## src/rtl/snes_pad_pkg.sv

```systemverilog
// Shared definitions for the SNES pad interface: FSM states, serial bit order
// and the button-word packing used by both the responder and the host reader.
package snes_pad_pkg;

    localparam int SNES_BITS = 16;

    typedef enum logic [1:0] {
        IDLE  = 2'd0,
        LOAD  = 2'd1,
        SHIFT = 2'd2,
        DONE  = 2'd3
    } pad_state_t;

    // Entry i is the button index presented on serial bit i (B first, N3 last).
    localparam logic [3:0] SNES_BIT_ORDER [SNES_BITS] = '{
        4'd6,  4'd4,  4'd1,  4'd0,
        4'd9,  4'd8,  4'd11, 4'd10,
        4'd7,  4'd5,  4'd3,  4'd2,
        4'd12, 4'd13, 4'd14, 4'd15
    };

    function automatic logic [SNES_BITS-1:0] snes_pack(input logic [SNES_BITS-1:0] buttons);
        logic [SNES_BITS-1:0] serial;
        serial = '0;
        for (int i = 0; i < SNES_BITS; i++) begin
            serial[i] = buttons[SNES_BIT_ORDER[i]];
        end
        return serial;
    endfunction

    function automatic logic [SNES_BITS-1:0] snes_unpack(input logic [SNES_BITS-1:0] serial);
        logic [SNES_BITS-1:0] buttons;
        buttons = '0;
        for (int i = 0; i < SNES_BITS; i++) begin
            buttons[SNES_BIT_ORDER[i]] = serial[i];
        end
        return buttons;
    endfunction

endpackage

```

## src/rtl/snes_sync_filter.sv

```systemverilog
// Synchronizes an asynchronous pad pin and debounces it: the filtered level only
// follows the synced input after FILTER_CYCLES consecutive differing samples.
module snes_sync_filter #(
    parameter int SYNC_STAGES   = 2,
    parameter int FILTER_CYCLES = 4
) (
    input  logic clk,
    input  logic rst,
    input  logic din,
    output logic level,
    output logic rise,
    output logic fall
);

    localparam int CNT_W = (FILTER_CYCLES > 1) ? $clog2(FILTER_CYCLES) : 1;

    logic [SYNC_STAGES-1:0] sync_q, sync_d;
    logic [CNT_W-1:0]       cnt_q, cnt_d;
    logic                   level_q, level_d;
    logic                   rise_q, rise_d;
    logic                   fall_q, fall_d;
    logic                   synced;

    assign synced = sync_q[SYNC_STAGES-1];

    always_comb begin
        sync_d    = sync_q << 1;
        sync_d[0] = din;
        cnt_d     = '0;
        level_d   = level_q;
        // Any sample agreeing with the current level restarts the count.
        if (synced != level_q) begin
            if (cnt_q == CNT_W'(FILTER_CYCLES - 1)) begin
                level_d = synced;
            end else begin
                cnt_d = cnt_q + 1'b1;
            end
        end
        rise_d = level_d & ~level_q;
        fall_d = ~level_d & level_q;
    end

    always_ff @(posedge clk) begin
        if (!rst) begin
            sync_q  <= '0;
            cnt_q   <= '0;
            level_q <= 1'b0;
            rise_q  <= 1'b0;
            fall_q  <= 1'b0;
        end else begin
            sync_q  <= sync_d;
            cnt_q   <= cnt_d;
            level_q <= level_d;
            rise_q  <= rise_d;
            fall_q  <= fall_d;
        end
    end

    assign level = level_q;
    assign rise  = rise_q;
    assign fall  = fall_q;

endmodule

```

## src/rtl/snes_pad_responder.sv

```systemverilog
// Device-side SNES pad: snapshots the button word while latch is high and shifts
// it out active-low, one bit per filtered pulse rise, with abort and timeout.
module snes_pad_responder
    import snes_pad_pkg::*;
#(
    parameter int SYNC_STAGES    = 2,
    parameter int FILTER_CYCLES  = 4,
    parameter int TIMEOUT_CYCLES = 100000
) (
    input  logic                 clk,
    input  logic                 rst,
    input  logic                 latch,
    input  logic                 pulse,
    input  logic [SNES_BITS-1:0] buttons,
    output logic                 data,
    output logic                 busy,
    output logic                 frame_done,
    output logic                 frame_err
);

    localparam int TMR_W = (TIMEOUT_CYCLES > 1) ? $clog2(TIMEOUT_CYCLES) : 1;
    localparam logic [TMR_W-1:0] TMR_LAST = TMR_W'(TIMEOUT_CYCLES - 1);
    localparam logic [3:0] CNT_LAST = 4'(SNES_BITS - 1);

    logic latch_lvl, latch_rise, latch_fall;
    logic pulse_lvl, pulse_rise, pulse_fall;
    logic unused_filter_outs;

    snes_sync_filter #(
        .SYNC_STAGES  (SYNC_STAGES),
        .FILTER_CYCLES(FILTER_CYCLES)
    ) u_latch_filt (
        .clk  (clk),
        .rst  (rst),
        .din  (latch),
        .level(latch_lvl),
        .rise (latch_rise),
        .fall (latch_fall)
    );

    snes_sync_filter #(
        .SYNC_STAGES  (SYNC_STAGES),
        .FILTER_CYCLES(FILTER_CYCLES)
    ) u_pulse_filt (
        .clk  (clk),
        .rst  (rst),
        .din  (pulse),
        .level(pulse_lvl),
        .rise (pulse_rise),
        .fall (pulse_fall)
    );

    assign unused_filter_outs = &{1'b0, latch_lvl, pulse_lvl, pulse_fall};

    pad_state_t           state_q, state_d;
    logic [SNES_BITS-1:0] shift_q, shift_d;
    logic [3:0]           bit_cnt_q, bit_cnt_d;
    logic [TMR_W-1:0]     timer_q, timer_d;
    logic                 data_q, data_d;
    logic                 busy_q, busy_d;
    logic                 done_q, done_d;
    logic                 err_q, err_d;

    always_comb begin
        state_d   = state_q;
        shift_d   = shift_q;
        bit_cnt_d = bit_cnt_q;
        timer_d   = timer_q;
        done_d    = 1'b0;
        err_d     = 1'b0;

        // A latch rise restarts the frame from any state and swallows a coincident pulse.
        if (latch_rise) begin
            state_d = LOAD;
            err_d   = (state_q == SHIFT);
        end else begin
            unique case (state_q)
                IDLE: begin
                end
                LOAD: begin
                    shift_d = snes_pack(buttons);
                    if (latch_fall) begin
                        state_d   = SHIFT;
                        bit_cnt_d = 4'd0;
                        timer_d   = '0;
                    end
                end
                SHIFT: begin
                    if (pulse_rise) begin
                        shift_d   = {1'b1, shift_q[SNES_BITS-1:1]};
                        bit_cnt_d = bit_cnt_q + 4'd1;
                        timer_d   = '0;
                        if (bit_cnt_q == CNT_LAST - 4'd1) begin
                            done_d  = 1'b1;
                            state_d = DONE;
                        end
                    end else if (timer_q == TMR_LAST) begin
                        err_d   = 1'b1;
                        state_d = IDLE;
                    end else begin
                        timer_d = timer_q + 1'b1;
                    end
                end
                DONE: begin
                    if (pulse_rise) begin
                        shift_d = {1'b1, shift_q[SNES_BITS-1:1]};
                        if (bit_cnt_q != CNT_LAST) begin
                            bit_cnt_d = bit_cnt_q + 4'd1;
                        end
                    end
                end
            endcase
        end

        data_d = ~shift_d[0];
        busy_d = (state_d == LOAD) || (state_d == SHIFT);
    end

    always_ff @(posedge clk) begin
        if (!rst) begin
            state_q   <= IDLE;
            shift_q   <= '0;
            bit_cnt_q <= 4'd0;
            timer_q   <= '0;
            data_q    <= 1'b1;
            busy_q    <= 1'b0;
            done_q    <= 1'b0;
            err_q     <= 1'b0;
        end else begin
            state_q   <= state_d;
            shift_q   <= shift_d;
            bit_cnt_q <= bit_cnt_d;
            timer_q   <= timer_d;
            data_q    <= data_d;
            busy_q    <= busy_d;
            done_q    <= done_d;
            err_q     <= err_d;
        end
    end

    assign data       = data_q;
    assign busy       = busy_q;
    assign frame_done = done_q;
    assign frame_err  = err_q;

endmodule

```

## config.mk

```make
export PLATFORM = sky130hd
export DESIGN_NAME = snes_pad_responder
export DESIGN_NICKNAME = d
export VERILOG_FILES = /design/src/rtl/snes_pad_pkg.sv /design/src/rtl/snes_sync_filter.sv /design/src/rtl/snes_pad_responder.sv
export SDC_FILE = /design/constraint.sdc
export NUM_CORES = 1
export LEC_CHECK = 0
export BUFFER_PORTS_ARGS = -buffer_cell sky130_fd_sc_hd__buf_2
export CAP_MARGIN = 40
export CORE_MARGIN = 8
export CORE_UTILIZATION = 58
export DETAILED_ROUTE_END_ITERATION = 6
export PLACE_DENSITY_LB_ADDON = 0.15
export SLEW_MARGIN = 15
export SYNTH_ARGS = -nofsm -noshare
export SYNTH_HDL_FRONTEND = slang
export SYNTH_HIERARCHICAL = 1
export SYNTH_SLANG_ARGS = --single-unit
```

## constraint.sdc

```tcl
create_clock -name clk -period 3 [get_ports clk]
set_input_delay 0.6 -clock clk [delete_from_list [all_inputs] [get_ports clk]]
set_output_delay 0.6 -clock clk [all_outputs]
set_load 0.005 [all_outputs]
```

**After elaboration in Yosys (flattened, before gate mapping)**

Index checks and enable logic that the tools add are counted.

- Add/sub/neg operators: 4
- Equal/unequal tests: 18
- Multiplexer cells: 27
- Bitwise gates (word level): 13
- Reductions and logical operators: 11

Operators by type and width:

| operator | count |
|---|---|
| 17-bit two-way mux | 3 |
| 17-bit case mux with 2 select lines | 1 |
| 16-bit case mux with 2 select lines | 1 |
| 17-bit by 1-bit adder with 17-bit output (second input constant) | 1 |
| 17-bit equality test (second input constant) | 1 |
| 16-bit two-way mux | 1 |
| 4-bit two-way mux | 4 |
| 4-bit case mux with 3 select lines | 1 |
| 2-bit equality test (second input constant) | 5 |
| 1-bit two-way mux | 10 |
| 2-bit two-way mux | 5 |
| 1-bit inverter | 10 |
| 2-bit by 1-bit inequality test with 1-bit output (second input constant) | 4 |
| 6-bit AND reduction | 1 |
| 3-bit OR reduction | 2 |
| 2-bit by 1-bit adder with 2-bit output (second input constant) | 2 |
| 4-bit by 1-bit adder with 4-bit output (second input constant) | 1 |
| 2-bit by 1-bit equality test with 1-bit output (second input constant) | 2 |
| 4-bit equality test (second input constant) | 1 |
| 4-bit inequality test (second input constant) | 1 |
| 2-bit case mux with 2 select lines | 1 |
| 4-bit AND reduction | 1 |
| 2-bit nonzero test | 2 |
| 4-bit OR reduction | 1 |
| 8 further kinds | 11 |

- Flip-flop bits (word level): 56
- Output and inout port bits: 4
- Logic and storage cells: 91

**Depth between registers and ports, before layout**

- Depth in word-level cells: 7
- Depth in mapped cells: 9
- Mapped depth without buffers: 7

**Modules after synthesis**

Netlist, hierarchy kept.

By module, submodules not included:

| module | times used | cells an instance | area each (µm²) | sequential area each (µm²) |
|---|---|---|---|---|
| snes_pad_responder | 1 | 268 | 2190.9 | 860.8 |
| snes_sync_filter | 2 | 18 | 230.2 | 140.1 |

**Worst setup path before layout**

No wires, ideal clock.

- Path type: reg2reg
- Start: register state_q[0]
- End: register bit_cnt_q[2]
- Setup time: 0.071 ns
- Data arrival time: 2.031 ns
- Setup slack: 0.899 ns
- Stages on the path, launching flop included: 8
- Period minus slack after synthesis: 2.101 ns
- Path through: dfxtp_1 > inv_1 > ha_1 > nor2_2 > o21a_1 > nand3_1 > or4b_2 > a21oi_1

- Longest elaborated chain between the ends: 3
- Elaborated cells on any way between the ends: 10
- Those cells by class: eq/ne (7); mux (1); reduce/logical (2)

RTL lines:

| element | RTL line | text |
|---|---|---|
| start, declared | snes_pad_responder.sv:55 | `pad_state_t state_q, state_d;` |
| start signal, assigned | snes_pad_responder.sv:130 | `state_q <= state_d;` |
| 2-bit by 1-bit equality test with 1-bit output or 2-bit equality test (tied branches) | snes_pad_responder.sv:77 | `unique case (state_q)` |
| 2-bit by 1-bit inequality test with 1-bit output (no source line) (tied with other cells) | -- |  |
| 6-bit AND reduction (no source line) | -- |  |
| end signal, assigned | snes_pad_responder.sv:132 | `bit_cnt_q <= bit_cnt_d;` |
| end, declared | snes_pad_responder.sv:57 | `logic [3:0] bit_cnt_q, bit_cnt_d;` |

Parallel ways exist; a longest one is shown, timed or not.
A chain may end at the register's enable or synchronous reset.

**Worst setup path in the final report**

- Start: register state_q[0]
- End: register timer_q[4]

- Longest elaborated chain between the ends: 3
- Elaborated cells on any way between the ends: 7
- Those cells by class: eq/ne (4); mux (1); reduce/logical (2)

RTL lines:

| element | RTL line | text |
|---|---|---|
| 2-bit equality test or 2-bit by 1-bit equality test with 1-bit output (tied branches) | snes_pad_responder.sv:77 |  |
| 3-bit by 2-bit inequality test with 1-bit output (no source line) (tied with other cells) | -- |  |
| 4-bit AND reduction (no source line) | -- |  |
| end signal, assigned | snes_pad_responder.sv:133 | `timer_q <= timer_d;` |
| end, declared | snes_pad_responder.sv:58 | `logic [TMR_W-1:0] timer_q, timer_d;` |

Parallel ways exist; a longest one is shown, timed or not.

==> metrics <==
status=complete, no violations; fmax=approximately 0.42 GHz; mean post-synth cell area=8.69 um2; setup TNS=0 ns; Final setup viols=0; Fin. Hold Viols=0; worst path buffer plus inverter count=1; Reg clk slew, reported paths=approximately 0.09 ns; Yosys Warn Count=6; vias after detailed routing=around 2,300; Clock Tree Buf Depth=2; # DRC=0; initial antenna violation count=0; total global routing overflow=0; Die W=between 80 and 90 um; Worst VDD drop=~350 uV; slowest stage cell on the critical path=or3_1; Max Cap Violations=0; mean routed wirelength per cell=~15 um; Final period util=79.4%; final layout net count=around 350; row count=24; I/O pin count=24; HPWL after DPL=3930 um; post-CTS setup buffer count=0; Iter 0 DRT Violations=approximately 190; critical path's largest stage delay=about 0.56 ns; worst reg2reg path startpoint=state_q[0]$_SDFF_PN0_; Crit. Startpoint=state_q[0]$_SDFF_PN0_; Antenna Cells=0; vias per inst=6.09; Post-DRT Antenna Nets=0; Post-Layout Cell Count=about 370; Tightest Pin Transition=roughly 0.6 ns; initial core utilization=60.3%; clk_lat worst skew=just over 0.3 ns; Area Overhead vs Synth=11.8%; final max-slew violation count=0; net count after synthesis=331; number of global-route vias before repair=2,208; post-CTS resize count=0; drt pass-1 iters=5; FILL cells=366; Slew headroom=between 50% and 60%; pin count of the biggest net entering global routing=32; die area=slightly below 0.007 mm2; Post-Route WL=between 5000 and 6000 um; Post-Syn Area=about 0.0026 mm2; share of layout cells above drive strength 1=13.0%; overall power=approximately 1.3 mW; RSZ-0062 raised after global routing=no; first-pass GRT wire length=around 9800 um; core area=roughly 0.0044 mm2; Worst setup EP type=register; Port Buf Inserts=23; CTS tree=done; Cell Chain, Critical Path=inv_1, ha_1, nand2b_1, or3_1, a21o_1, or3b_1, a21oi_1; critical path class=register to register; Tmin final=about 2.4 ns; # clock sinks=56; Synth Instances=around 300; GP Congestion=0.853; Pwr Density=458 mW/mm2; Worst EP arrival=2.63 ns; Overall Global Routing Usage=between 15 and 20%; Die Y=roughly 83 um; startpoint types=register; clock skew=between 0.007 and 0.008 ns; hold path startpoint=u_latch_filt/cnt_q[0]$_SDFF_PP0_; Placed Cells=367; root buf cell=clkbuf_8; cell family with the largest share of critical-path delay=simple AND/OR/NAND/NOR gates; Leak Pwr=just under 1 nW; H-tree levels=2; CP Data Required Time=approximately 3.2 ns; cts bufs inserted=5; Hold WC Path Type=register to register; CP Max Fanout=10; Hold-fix buffers, CTS=0
==> flip-flops by register name (all words and copies together) (netlist names) <==
name and flops:
timer_q 17, frame_err 1, busy 1, shift_q 16, u_latch_filt/sync_q 2, u_pulse_filt/level 1, u_latch_filt/level 1, u_pulse_filt/cnt_q 2
u_latch_filt/fall 1, u_pulse_filt/rise 1, data 1, frame_done 1, state_q 2, u_pulse_filt/sync_q 2, u_latch_filt/rise 1, bit_cnt_q 4
u_latch_filt/cnt_q 2
==> cell usage in the layout, fill, tap and decap left out, types with 2 or more instances in the layout <==
cell type / n
a211oi_1: 14
a21o_1: 3
a21oi_1: 13
a22oi_1: 16
a311oi_1: 3
a31oi_1: 6
and2_1: 4
and3_1: 2
and4bb_2: 2
buf_2: 23
buf_4: 4
bufinv_16: 2
clkbuf_8: 5
dfxtp_1: 56
ha_1: 9
inv_1: 5
mux2i_1: 3
nand2_1: 18
nand2b_1: 5
nand3_1: 8
nand3b_1: 3
nand4_1: 8
nor2_1: 37
nor2b_1: 8
nor3_1: 8
nor3b_1: 4
nor4_1: 3
nor4b_1: 3
o21a_1: 3
o21ai_0: 16
or3_1: 5
or4_1: 2
or4b_1: 2
xnor2_1: 2
xor2_1: 4
==> path summary, 6_finish.rpt <==
kind / to / slack [ns] / cells after the start
worst max-delay path: timer_q[4]$_SDFFE_PN0P_ / 0.62 / 7
worst min register to register: u_latch_filt/cnt_q[0]$_SDFF_PP0_ / 0.44 / 1
worst min-delay path: u_latch_filt/cnt_q[0]$_SDFF_PP0_ / 0.44 / 1
worst max register to register: timer_q[4]$_SDFFE_PN0P_ / 0.62 / 7
==> final cells by class <==
class / instances / area [um2] / area share, %
Clock buffer: 5 / 68.8 / 2.35
Clock inverter: 2 / 60.1 / 2.05
Inverter: 5 / 18.8 / 0.640
Multi-Input combinational cell: 226 / 1430 / 48.6
Sequential cell: 56 / 1120 / 38.2
Tap cell: 52 / 65.1 / 2.22
Timing Repair Buffer: 28 / 173 / 5.89
==> metrics by stage <==
| stage | hold slack, ns | worst slack [ns] | utilization [%] | cell area, um2 |
|---|---|---|---|---|
| 2_1_floorplan | 0.405 | 0.899 | - | 2620 |
| 3_3_place_gp | 0.417 | 0.732 | 63.6 | 2770 |
| 3_5_place_dp | 0.426 | 0.676 | 64.4 | 2800 |
| 4_1_cts | 0.445 | 0.649 | 67.4 | 2930 |
| 5_1_grt | 0.459 | 0.479 | 67.4 | 2930 |
| 6_report | 0.438 | 0.617 | 67.4 | 2930 |
==> power breakdown <==
part,switching (mW),internal (mW),leakage [nW]
logic,0.0173,0.0164,0.471
clock network,0.235,0.328,0.0642
registers,0.00182,0.746,0.452
==> per-layer routing <==
layer,vias to the layer above,share of wire (%),GRT usage [%]
met1,1062,48,20.2
met2,58,45,25.7
met3,6,5.1,4.79
li1,1150,-,-
met5,-,0,0
met4,0,1.3,7.03
No activity file was read; power rests on OpenSTA's default activity.
